### config.mk
export PLATFORM = sky130hd
export DESIGN_NAME = weight_fetch_ctrl
export DESIGN_NICKNAME = d
export VERILOG_FILES = /design/src/rtl/weight_fetch_ctrl.sv
export SDC_FILE = /design/constraint.sdc
export NUM_CORES = 1
export LEC_CHECK = 0
export CAP_MARGIN = 20
export CORE_UTILIZATION = 47
export CTS_CLUSTER_DIAMETER = 200
export DETAILED_ROUTE_END_ITERATION = 8
export PLACE_DENSITY = 0.83
export SLEW_MARGIN = 20
export SYNTH_ARGS = -nofsm -noshare
export SYNTH_HDL_FRONTEND = slang
export SYNTH_SLANG_ARGS = --single-unit
### constraint.sdc
create_clock -name clk -period 1.8 [get_ports clk]
set_input_delay 0.45 -clock clk [delete_from_list [all_inputs] [get_ports clk]]
set_output_delay 0.45 -clock clk [all_outputs]
set_load 0.01 [all_outputs]
### src/rtl/weight_fetch_ctrl.sv
// Fetch sequencer for the 5x5 binary weight preload chain: reads the five column
// words of one kernel from BRAM and aligns the chain shift enable to the BRAM latency.
module weight_fetch_ctrl #(
  parameter int ADDR_W      = 10,
  parameter int BASE_ADDR   = 0,
  parameter int NUM_KERNELS = 64,
  parameter int BRAM_LAT    = 1
) (
  input  logic              clk,
  input  logic              rst_n,
  input  logic              start,
  input  logic [ADDR_W-1:0] kernel_idx,
  input  logic              abort,
  output logic              bram_en,
  output logic [ADDR_W-1:0] bram_addr,
  output logic              load_weight_preload,
  output logic              busy,
  output logic              done,
  output logic              idx_err
);

  typedef enum logic [1:0] {IDLE, ISSUE, DRAIN, FIN} state_t;

  localparam logic [ADDR_W:0]   NUM_K      = (ADDR_W+1)'(NUM_KERNELS);
  localparam logic [ADDR_W-1:0] BASE       = ADDR_W'(BASE_ADDR);
  // Bits of {en_pipe, bram_en} that must be clear before FIN so that FIN lines up with the last load.
  localparam logic [BRAM_LAT:0] DRAIN_MASK = (BRAM_LAT+1)'((1 << (BRAM_LAT-1)) - 1);

  state_t              state, state_nx;
  logic [2:0]          col, col_nx;
  logic [ADDR_W-1:0]   base_p0, base_nx, addr_nx;
  logic [BRAM_LAT-1:0] en_pipe;
  logic [BRAM_LAT:0]   en_chain;
  logic                base_ld, en_nx, busy_nx, done_nx, err_nx, err_p0, flush;
  logic                k_ok, drain_clear;

  assign en_chain            = {en_pipe, bram_en};
  assign load_weight_preload = en_pipe[BRAM_LAT-1];
  assign drain_clear         = ((en_chain & DRAIN_MASK) == '0);
  assign k_ok                = ({1'b0, kernel_idx} < NUM_K);
  assign base_nx             = BASE + (kernel_idx << 2) + kernel_idx;

  always_comb begin
    state_nx = state;
    col_nx   = col;
    base_ld  = 1'b0;
    en_nx    = 1'b0;
    addr_nx  = bram_addr;
    busy_nx  = 1'b0;
    done_nx  = 1'b0;
    err_nx   = 1'b0;
    flush    = 1'b0;
    case (state)
      IDLE: begin
        if (start) begin
          if (k_ok) begin
            state_nx = ISSUE;
            col_nx   = 3'd0;
            base_ld  = 1'b1;
          end else begin
            err_nx = 1'b1;
          end
        end
      end
      ISSUE: begin
        en_nx   = 1'b1;
        addr_nx = base_p0 + ADDR_W'(col);
        busy_nx = 1'b1;
        col_nx  = col + 3'd1;
        if (col == 3'd4) state_nx = DRAIN;
      end
      DRAIN: begin
        busy_nx = 1'b1;
        if (drain_clear) state_nx = FIN;
      end
      FIN: begin
        done_nx  = 1'b1;
        state_nx = IDLE;
      end
      default: state_nx = IDLE;
    endcase
    // Abort overrides everything outside IDLE, including a start in the same cycle.
    if (abort && state != IDLE) begin
      state_nx = IDLE;
      col_nx   = 3'd0;
      en_nx    = 1'b0;
      addr_nx  = bram_addr;
      busy_nx  = 1'b0;
      done_nx  = 1'b0;
      flush    = 1'b1;
    end
  end

  // p0: FSM state, column counter and registered outputs
  always_ff @(posedge clk or negedge rst_n) begin
    if (!rst_n) begin
      state     <= IDLE;
      col       <= 3'd0;
      bram_en   <= 1'b0;
      bram_addr <= '0;
      en_pipe   <= '0;
      busy      <= 1'b0;
      done      <= 1'b0;
      err_p0    <= 1'b0;
      idx_err   <= 1'b0;
    end else begin
      state     <= state_nx;
      col       <= col_nx;
      bram_en   <= en_nx;
      bram_addr <= addr_nx;
      en_pipe   <= flush ? '0 : en_chain[BRAM_LAT-1:0];
      busy      <= busy_nx;
      done      <= done_nx;
      err_p0    <= err_nx;
      idx_err   <= err_p0;
    end
  end

  always_ff @(posedge clk) begin
    if (base_ld) base_p0 <= base_nx;
  end

endmodule

==> impl_metrics.json, run 1 <==
{
  "fin_ws_ns": 0.0238,
  "design.die.area_mm2": 0.00391,
  "ctsHoldBuffers": 0,
  "wirelength_um": 3690,
  "startpoint_type": "primary input",
  "synth.avg_cell_area_um2": 10.5,
  "cp-startpoint": "kernel_idx[4]",
  "grt_start_max_net_pins": 22,
  "outcome": "complete, no violations",
  "grt.overflow.total": 0,
  "gp_congestion": 0.806,
  "final_antenna_net_count": 0,
  "yosys_warnings": 0,
  "ys.flop_type": "dfrtp_1",
  "ys_types": 38,
  "die_y_um": 62.5,
  "grt_usage_pct": 21.9,
  "synth_top_area_cell": "dfrtp_1",
  "rrSetupSlack_ns": 0.09,
  "crit_path_end_kind": "flip-flop",
  "cts_buffers": 5,
  "syn_inst": 164,
  "yosys-top-cells-count": "dfrtp_1, nand2_1, ha_1",
  "required_ns": 1.88,
  "synth_top_area_share_pct": 30.5,
  "cp.arrival_ns": 1.86,
  "cts_root_buf": "clkbuf_4",
  "chipWidth_um": 62.5,
  "nNetsFinal": 259,
  "fin_crit_ns": 1.78,
  "io_buffers": 28,
  "core_area_mm2": 0.00342,
  "leakage_uw": 0.00108,
  "power_density_mw_per_mm2": 1180,
  "final_hold_viol_count": 0,
  "power_frac_seq_pct": 36.4,
  "pre_cts_ws_ns": -0.684,
  "switching_power_uw": 960,
  "clock_skew_ns": 0.00940,
  "setup-tns-final_ns": 0,
  "floorplan.rows": 21,
  "slew_viol_final": 0,
  "cts_max_path_buffers": 2,
  "n_antenna_cell": 0,
  "r2r_start": "state[0]",
  "setup.worst_path.class": "primary input to flip-flop",
  "initial_core_util_pct": 50.4,
  "synth_area_mm2": 0.00172,
  "crit_end": "base_p0[7]",
  "ios": 29,
  "finalInstanceArea_mm2": 0.00245,
  "vias": 1443,
  "synth.area.top_cells": "dfrtp_1, edfxtp_1, ha_1",
  "fmax_mhz": 563,
  "antenna_found_initial": 0,
  "synth_fp_nets": 196,
  "synth-seq-cells": 31,
  "grt_setup_unrepaired": "yes",
  "grt_pass1_vias": 1535,
  "cts.sinks": 31,
  "cp_max_fo": 3,
  "firstDrtPassIters": 4,
  "clkPwrFrac_pct": 18.0,
  "synth_most_common_cell": "dfrtp_1",
  "hold_start": "kernel_idx[0]",
  "multi_input_area_um2": 936,
  "vias_per_cell": 5.27,
  "register_area_um2": 827,
  "htreeDepth": 2,
  "tritoncts": "built",
  "clk_pin_slew_ns": 0.09,
  "wire_per_inst_um": 13.5,
  "total_power_uw": 2900,
  "fillers": 251,
  "placed_area_mm2": 0.00226,
  "p_comb_share_pct": 45.7,
  "worst_slew_pin_slew_ns": 0.358,
  "synth_enable_flop_cells": 10,
  "p_int_uw": 1940,
  "cp_cell_sequence": "dlygate4sd2_1 > ha_4 > nand3_1 > o211ai_1 > buf_4 > nor2_1 > xnor2_1",
  "dp_hpwl_um": 2770,
  "fin_util_pct": 71.8,
  "drv_cap": 0,
  "swShare_pct": 33.1,
  "setup_viol": 0,
  "area_growth_pct": 42.4,
  "relSlewSlack_pct": 76.0,
  "slowest_stage": "ha_4",
  "hp-class": "primary input to flip-flop",
  "async_reset_ff_share_pct": 67.7,
  "period_share_pct": 98.7,
  "ir_worst_vdd_mv": 0.516,
  "post-route-drc-count": 0,
  "grt_pass1_wl_um": 6650,
  "cpPeakStageDelay_ns": 0.33,
  "drt_iter0_drc": 70,
  "insertion_delay_ns": 0.33,
  "final_layout_size_suffix_gt1_share_pct": 25.4,
  "yosysSeqAreaShare_pct": 48.0,
  "rr_worst_depth": 7,
  "worstReg2RegEnd": "state[1]"
}
-- cells by family (layout without fill, tap and decap cells) --
logic type      count (synthesis)  count (layout)  share of synthesized area [%]
simple gates                   54              54                           15.5
buf+inv                        15              79                           3.42
flops                          31              31                           48.0
xor+xnor                       10              10                           5.09
fa+ha+maj                      18              18                           14.0
mux                             1               1                          0.872
compound gates                 35              35                           13.2
-- through the flow --
step	cells	hold WS (ns)
after floorplan	164	0.154
after global placement	262	0.337
after detailed placement	262	0.335
after CTS	274	0.368
after global routing	274	0.328
final	274	0.347
-- power groups by stage --
stage	clock (uW)	combinational [uW]	sequential [uW]
after floorplan	0	590	1130
after global placement	0	1200	1050
after detailed placement	0	1260	1070
after CTS	527	1320	1050
after global routing	557	1470	1080
final	520	1320	1050
-- metal layers --
metal	GRT usage (%)	wire [um]	vias up
met5	0	0	-
met4	14.8	184	0
met3	4.56	152	19
met2	39.0	1930	51
met1	23.1	1430	666
li1	-	-	707
-- placed cells by master (no fill, tap or decap), drive strengths merged, types with 3 or more instances in the layout --
master         synthesis  final
a21oi                  4      4
a31oi                  4      4
and2                   3      3
buf                    1     29
clkbuf                 0      6
clkdlybuf4s50          0     20
clkinv                 1      3
dfrtp                 21     21
dlygate4sd2            0      5
edfxtp                10     10
ha                    16     16
inv                   13     13
nand2                 20     20
nand2b                 4      4
nand3                  6      6
nor2                   8      8
nor3                   3      3
o21ai                 14     14
or3                    3      3
xnor2                  4      4
xor2                   6      6
-- worst max-delay path: cells and delay by family --
| family | cells | cell delay [ns] |
|---|---|---|
| xor+xnor | 1 | 0.12 |
| fa+ha+maj | 1 | 0.33 |
| simple gates | 2 | 0.14 |
| compound gates | 1 | 0.33 |
| buf+inv | 2 | 0.49 |
-- sequential cells by signal (all words and copies together) (netlist names) --
| signal | cells |
|---|---|
| base_p0 | 10 |
| busy | 1 |
| bram_addr | 10 |
| col | 3 |
| state | 2 |
| idx_err | 1 |
| done | 1 |
| bram_en | 1 |
| load_weight_preload | 1 |
| err_p0 | 1 |
-- worst min-delay path by stage --
stage,end,slack (ns),depth (start not counted)
finish,base_p0[0],0.35,1
global route,base_p0[0],0.33,1
global placement,idx_err,0.34,0
CTS,idx_err,0.37,0
detailed placement,idx_err,0.33,0
floorplan,bram_addr[0],0.15,0
-- what timing repair did --
item,CTS,global route
buffers inserted,4,0
setup endpoints to repair,4,9
gates cloned,0,0
resized for setup,17,8
pin swaps,9,7
-- cell type report --
cell class | instances | share of cell area (%)
well taps | 46 | 2.35
multi-input cells | 118 | 38.2
flip-flops and latches | 31 | 33.7
clock inverters | 3 | 1.58
clock buffers | 5 | 1.53
inverters | 14 | 2.19
repair buffers | 57 | 20.5
Power figures use the tool's default switching activity.
==> run 2: changes to the inputs <==
--- a/config.mk
+++ b/config.mk
@@ -9,6 +9,7 @@
 export CORE_UTILIZATION = 47
 export CTS_CLUSTER_DIAMETER = 200
 export DETAILED_ROUTE_END_ITERATION = 8
+export GPL_TIMING_DRIVEN = 0
 export PLACE_DENSITY = 0.83
 export SLEW_MARGIN = 20
 export SYNTH_ARGS = -nofsm -noshare
==> impl_metrics.json, run 2 (synthesis gave the netlist of run 1 again) <==
{
  "outcome": "complete, no violations",
  "core_area_mm2": 0.00342,
  "layout_common_cells": "dfrtp_1, clkdlybuf4s50_1, nand2_1",
  "drt_iter0_drc": 42,
  "placed_area_mm2": 0.00207,
  "cts_max_path_buffers": 2,
  "setup.worst_path.class": "primary input to flip-flop",
  "area_growth_pct": 34.4,
  "period_share_pct": 97.9,
  "final_antenna_net_count": 0,
  "p_comb_share_pct": 48.3,
  "cts_buffers": 5,
  "clkPwrFrac_pct": 13.3,
  "pre_cts_ws_ns": -0.723,
  "dp_hpwl_um": 2410,
  "ir_worst_vdd_mv": 0.440,
  "final_common_cell": "dfrtp_1",
  "startpoint_type": "primary input",
  "cp_num_buf_inv": 2,
  "wirelength_um": 3480,
  "grt_pass1_wl_um": 5350,
  "firstDrtPassIters": 4,
  "finalInstanceArea_mm2": 0.00231,
  "cpPeakStageDelay_ns": 0.40,
  "ctsHoldBuffers": 0,
  "swShare_pct": 34.5,
  "clk_pin_slew_ns": 0.09,
  "fin_ws_ns": 0.0373,
  "post-route-drc-count": 0,
  "cp_max_fo": 3,
  "power_density_mw_per_mm2": 1170,
  "clock_skew_ns": 0.00878,
  "cts_root_buf": "clkbuf_4",
  "design.die.area_mm2": 0.00391,
  "power_frac_seq_pct": 38.4,
  "hp-class": "primary input to flip-flop",
  "slowest_stage": "fa_2",
  "chipWidth_um": 62.5,
  "switching_power_uw": 937,
  "drv_cap": 0,
  "final_layout_size_suffix_gt1_share_pct": 21.4,
  "wire_per_inst_um": 13.6,
  "n_antenna_cell": 0,
  "p_int_uw": 1780,
  "grt_pass1_vias": 1203,
  "final_cells": 256,
  "insertion_delay_ns": 0.31,
  "required_ns": 1.84,
  "floorplan.rows": 21,
  "die_y_um": 62.5,
  "grt_usage_pct": 17.6,
  "relSlewSlack_pct": 38.7,
  "ios": 29,
  "vias_per_cell": 5.20,
  "antenna_found_initial": 0,
  "fin_util_pct": 67.8,
  "fmax_mhz": 567,
  "cts.sinks": 31,
  "cp_cell_sequence": "clkdlybuf4s15_1 > inv_1 > fa_2 > nand2b_4 > a21boi_2 > o21a_1 > o311ai_2",
  "cp.arrival_ns": 1.81,
  "leakage_uw": 0.00100,
  "place_inst": 238,
  "crit_path_end_kind": "flip-flop",
  "io_buffers": 28,
  "grt_start_max_net_pins": 22,
  "setup_viol": 0,
  "tritoncts": "built",
  "initial_core_util_pct": 50.4,
  "largest_registers": "base_p0 x10, bram_addr x10, col x3",
  "htreeDepth": 2,
  "gp_congestion": 0.782,
  "fin_crit_ns": 1.76,
  "vias": 1331,
  "grt.overflow.total": 0,
  "final_hold_viol_count": 0,
  "slew_viol_final": 0,
  "nNetsFinal": 241,
  "worst_slew_pin_slew_ns": 0.917,
  "critical-path-top-delay-family": "compound AO/OA/AOI/OAI gates"
}
-- run 2: cell types whose count changed in the layout (fill, tap and decap cells not counted), sizes merged --
| cell | before | now |
|---|---|---|
| nor2 | 8 | 9 |
| dlymetal6s2s | 1 | 4 |
| clkbuf | 6 | 10 |
| bufinv | 1 | 0 |
| buf | 29 | 10 |
| dlygate4sd2 | 5 | 0 |
| clkinv | 3 | 1 |
| inv | 13 | 14 |
-- run 2: metal layers --
layer | vias to the layer above | track usage, % | wire length, um | share of wire, %
met1 | 610 | 19.2 | 1400 | 40
met5 | - | 0 | 0 | 0
met4 | 0 | 5.23 | 113 | 3.3
met2 | 41 | 33.4 | 1830 | 53
li1 | 669 | - | - | -
met3 | 11 | 4.01 | 129 | 3.7
-- run 2: power groups by stage --
stage	sequential [uW]	combinational (uW)	clock, uW
global route	1070	1440	405
global placement	1050	1090	0
CTS	1050	1190	372
detailed placement	1070	1130	0
floorplan	1130	590	0
finish	1040	1310	362
-- run 2: area by class of cell --
cell class,instances,area (um^2)
plain buffers,1,5.00
clock buffers,7,45.0
clock inverters,1,5.00
fillers,264,1100
inverters,14,55.1
multi-input cells,119,975
flip-flops and latches,31,826
well taps,46,57.6
repair buffers,37,347
-- run 2: path summary, 6_finish.rpt --
path	endpoint	cells past startpoint	from	slack, ns
hold reg to reg	idx_err	0	err_p0	0.37
setup / recovery	base_p0[8]	7	kernel_idx[1]	0.04
setup reg to reg	bram_addr[6]	6	col[0]	0.08
hold / removal	base_p0[0]	1	kernel_idx[0]	0.34
max in group asynchronous	col[2]	1	rst_n	0.60
min in group asynchronous	load_weight_preload	1	rst_n	0.64
-- run 2: timing repair --
item	4_1_cts	5_1_grt
setup buffers	3	6
pin swaps	4	12
setup endpoints to repair	16	18
gates cloned	0	1
resized for setup	11	26
-- run 2: metrics by stage --
step / hold slack, ns / setup TNS, ns / power (uW)
after floorplan: 0.154 / -0.0365 / 1720
after global placement: 0.335 / -7.57 / 2150
after detailed placement: 0.346 / -8.23 / 2210
after CTS: 0.363 / -0.239 / 2610
after global routing: 0.331 / -0.000869 / 2910
final: 0.340 / 0 / 2720
==> run 3: changes to the inputs <==
--- a/config.mk
+++ b/config.mk
@@ -11,7 +11,7 @@
 export DETAILED_ROUTE_END_ITERATION = 8
 export GPL_TIMING_DRIVEN = 0
 export PLACE_DENSITY = 0.83
-export SLEW_MARGIN = 20
 export SYNTH_ARGS = -nofsm -noshare
 export SYNTH_HDL_FRONTEND = slang
 export SYNTH_SLANG_ARGS = --single-unit
+export TNS_END_PERCENT = 5
==> impl_metrics.json, run 3 (synthesis gave the netlist of run 1 again) <==
{
  "cpPeakStageDelay_ns": 0.34,
  "required_ns": 1.84,
  "period_share_pct": 102,
  "grt_pass1_vias": 1198,
  "ir_worst_vdd_mv": 0.446,
  "p_int_uw": 1800,
  "finalInstanceArea_mm2": 0.00233,
  "wirelength_um": 3450,
  "floorplan.rows": 21,
  "cts_max_path_buffers": 2,
  "final_hold_viol_count": 0,
  "cp_max_fo": 2,
  "hp-class": "flip-flop to flip-flop",
  "chipWidth_um": 62.5,
  "htreeDepth": 2,
  "final_antenna_net_count": 0,
  "grt_pass1_wl_um": 5340,
  "setup_viol": 1,
  "use_met2_pct": 33.3,
  "startpoint_type": "primary input",
  "fillers": 264,
  "top_usage_layer": "met2",
  "antenna_found_initial": 0,
  "cp_num_buf_inv": 2,
  "clkPwrFrac_pct": 13.2,
  "grt_start_max_net_pins": 22,
  "fin_util_pct": 68.1,
  "final_layout_size_suffix_gt1_share_pct": 20.5,
  "n_antenna_cell": 0,
  "leakage_uw": 0.00101,
  "critical-path-top-delay-family": "adder cells",
  "power_frac_seq_pct": 38.5,
  "fin_crit_ns": 1.83,
  "insertion_delay_ns": 0.31,
  "cts.sinks": 31,
  "grt_setup_unrepaired": "yes",
  "cts_root_buf": "clkbuf_4",
  "largest_registers": "base_p0 x10, bram_addr x10, col x3",
  "drv_cap": 0,
  "clk_pin_slew_ns": 0.09,
  "relSlewSlack_pct": 39.3,
  "cts_buffers": 5,
  "swShare_pct": 34.3,
  "outcome": "complete, but fails checks",
  "io_buffers": 28,
  "place_inst": 238,
  "nNetsFinal": 241,
  "post-route-drc-count": 0,
  "cp.arrival_ns": 1.87,
  "dp_hpwl_um": 2410,
  "tritoncts": "built",
  "core_area_mm2": 0.00342,
  "violations": "setup timing",
  "clock_skew_ns": 0.00926,
  "cp_cell_sequence": "clkdlybuf4s15_1 > ha_2 > inv_1 > fa_2 > nand2b_4 > a21boi_2 > o21a_1 > o311ai_2",
  "final_common_cell": "dfrtp_1",
  "whs_ns": 0.364,
  "final_cells": 256,
  "grt_use_met3_pct": 4.01,
  "die_y_um": 62.5,
  "worst_slew_pin_slew_ns": 0.908,
  "design.die.area_mm2": 0.00391,
  "setup.worst_path.class": "primary input to flip-flop",
  "placed_area_mm2": 0.00207,
  "ios": 29,
  "layout_common_cells": "dfrtp_1, clkdlybuf4s50_1, nand2_1",
  "gp_congestion": 0.782,
  "fin_ws_ns": -0.0270,
  "area_growth_pct": 35.1,
  "fmax_mhz": 547,
  "switching_power_uw": 938,
  "grt.overflow.total": 0,
  "drt_iter0_drc": 54,
  "slowest_stage": "fa_2",
  "grtUsageMet1_pct": 19.2,
  "power_density_mw_per_mm2": 1180,
  "slew_viol_final": 0,
  "vias": 1342,
  "initial_core_util_pct": 50.4,
  "crit_path_end_kind": "flip-flop",
  "p_comb_share_pct": 48.4,
  "firstDrtPassIters": 4,
  "grt_usage_pct": 17.6,
  "wire_per_inst_um": 13.5,
  "vias_per_cell": 5.24
}
## run 3: changes by cell type in the layout (fill, tap and decap cells not counted), sizes merged
cell           before  now
clkbuf             10    8
clkdlybuf4s15       1    3
buf                10   11
nor2                9    8
## run 3: area by class of cell
class	instances	area, um^2	area share, %
sequential	31	826	35.5
clock inverter	1	5.00	0.215
clock buffer	7	45.0	1.94
buffer	1	5.00	0.215
timing repair buffer	38	364	15.7
inverter	14	55.1	2.37
multi-input combinational	118	968	41.6
tap	46	57.6	2.47
## run 3: worst paths after layout
check / startpoint / end / slack [ns] / cells after the start
worst max-delay path: kernel_idx[2] / base_p0[8] / -0.03 / 8
worst min-delay path: err_p0 / idx_err / 0.36 / 0
worst max register to register: state[0] / state[1] / 0.07 / 7
worst min register to register: err_p0 / idx_err / 0.36 / 0
max in group asynchronous: rst_n / bram_addr[7] / 0.60 / 1
min in group asynchronous: rst_n / done / 0.64 / 1
## run 3: metrics by stage
| stage | TNS [ns] | setup slack, ns | total power (uW) |
|---|---|---|---|
| 5_1_grt | -0.0869 | -0.0623 | 2930 |
| 6_report | -0.0270 | -0.0270 | 2730 |
| 3_3_place_gp | -7.57 | -0.650 | 2150 |
| 4_1_cts | -0.239 | -0.0742 | 2590 |
| 3_5_place_dp | -8.23 | -0.723 | 2210 |
| 2_1_floorplan | -0.0365 | -0.0365 | 1720 |
## run 3: repair_timing
item | 4_1_cts | 5_1_grt
resized for setup | 11 | 24
pin swaps | 4 | 13
buffers inserted | 2 | 8
hold buffers | 0 | 0
setup endpoints to repair | 16 | 19
## run 3: power by group through the flow
stage	clock network (uW)	registers (uW)	logic, uW
final	360	1050	1320
after global routing	406	1080	1450
after global placement	0	1050	1090
after detailed placement	0	1070	1130
after floorplan	0	1130	590
after CTS	372	1060	1160
## run 3: worst reg2reg max path, delay by kind of cell (launching register included)
kind / cells / cell delay, ns
simple gates: 2 / 0.30
flops: 1 / 0.41
mux: 1 / 0.31
fa+ha+maj: 1 / 0.25
compound gates: 1 / 0.17
buf+inv: 2 / 0.17
## run 3: per-layer routing
layer,vias up,routed length (um)
met5,-,0
met4,0,115
met3,11,141
met2,47,1830
met1,615,1360
li1,669,-
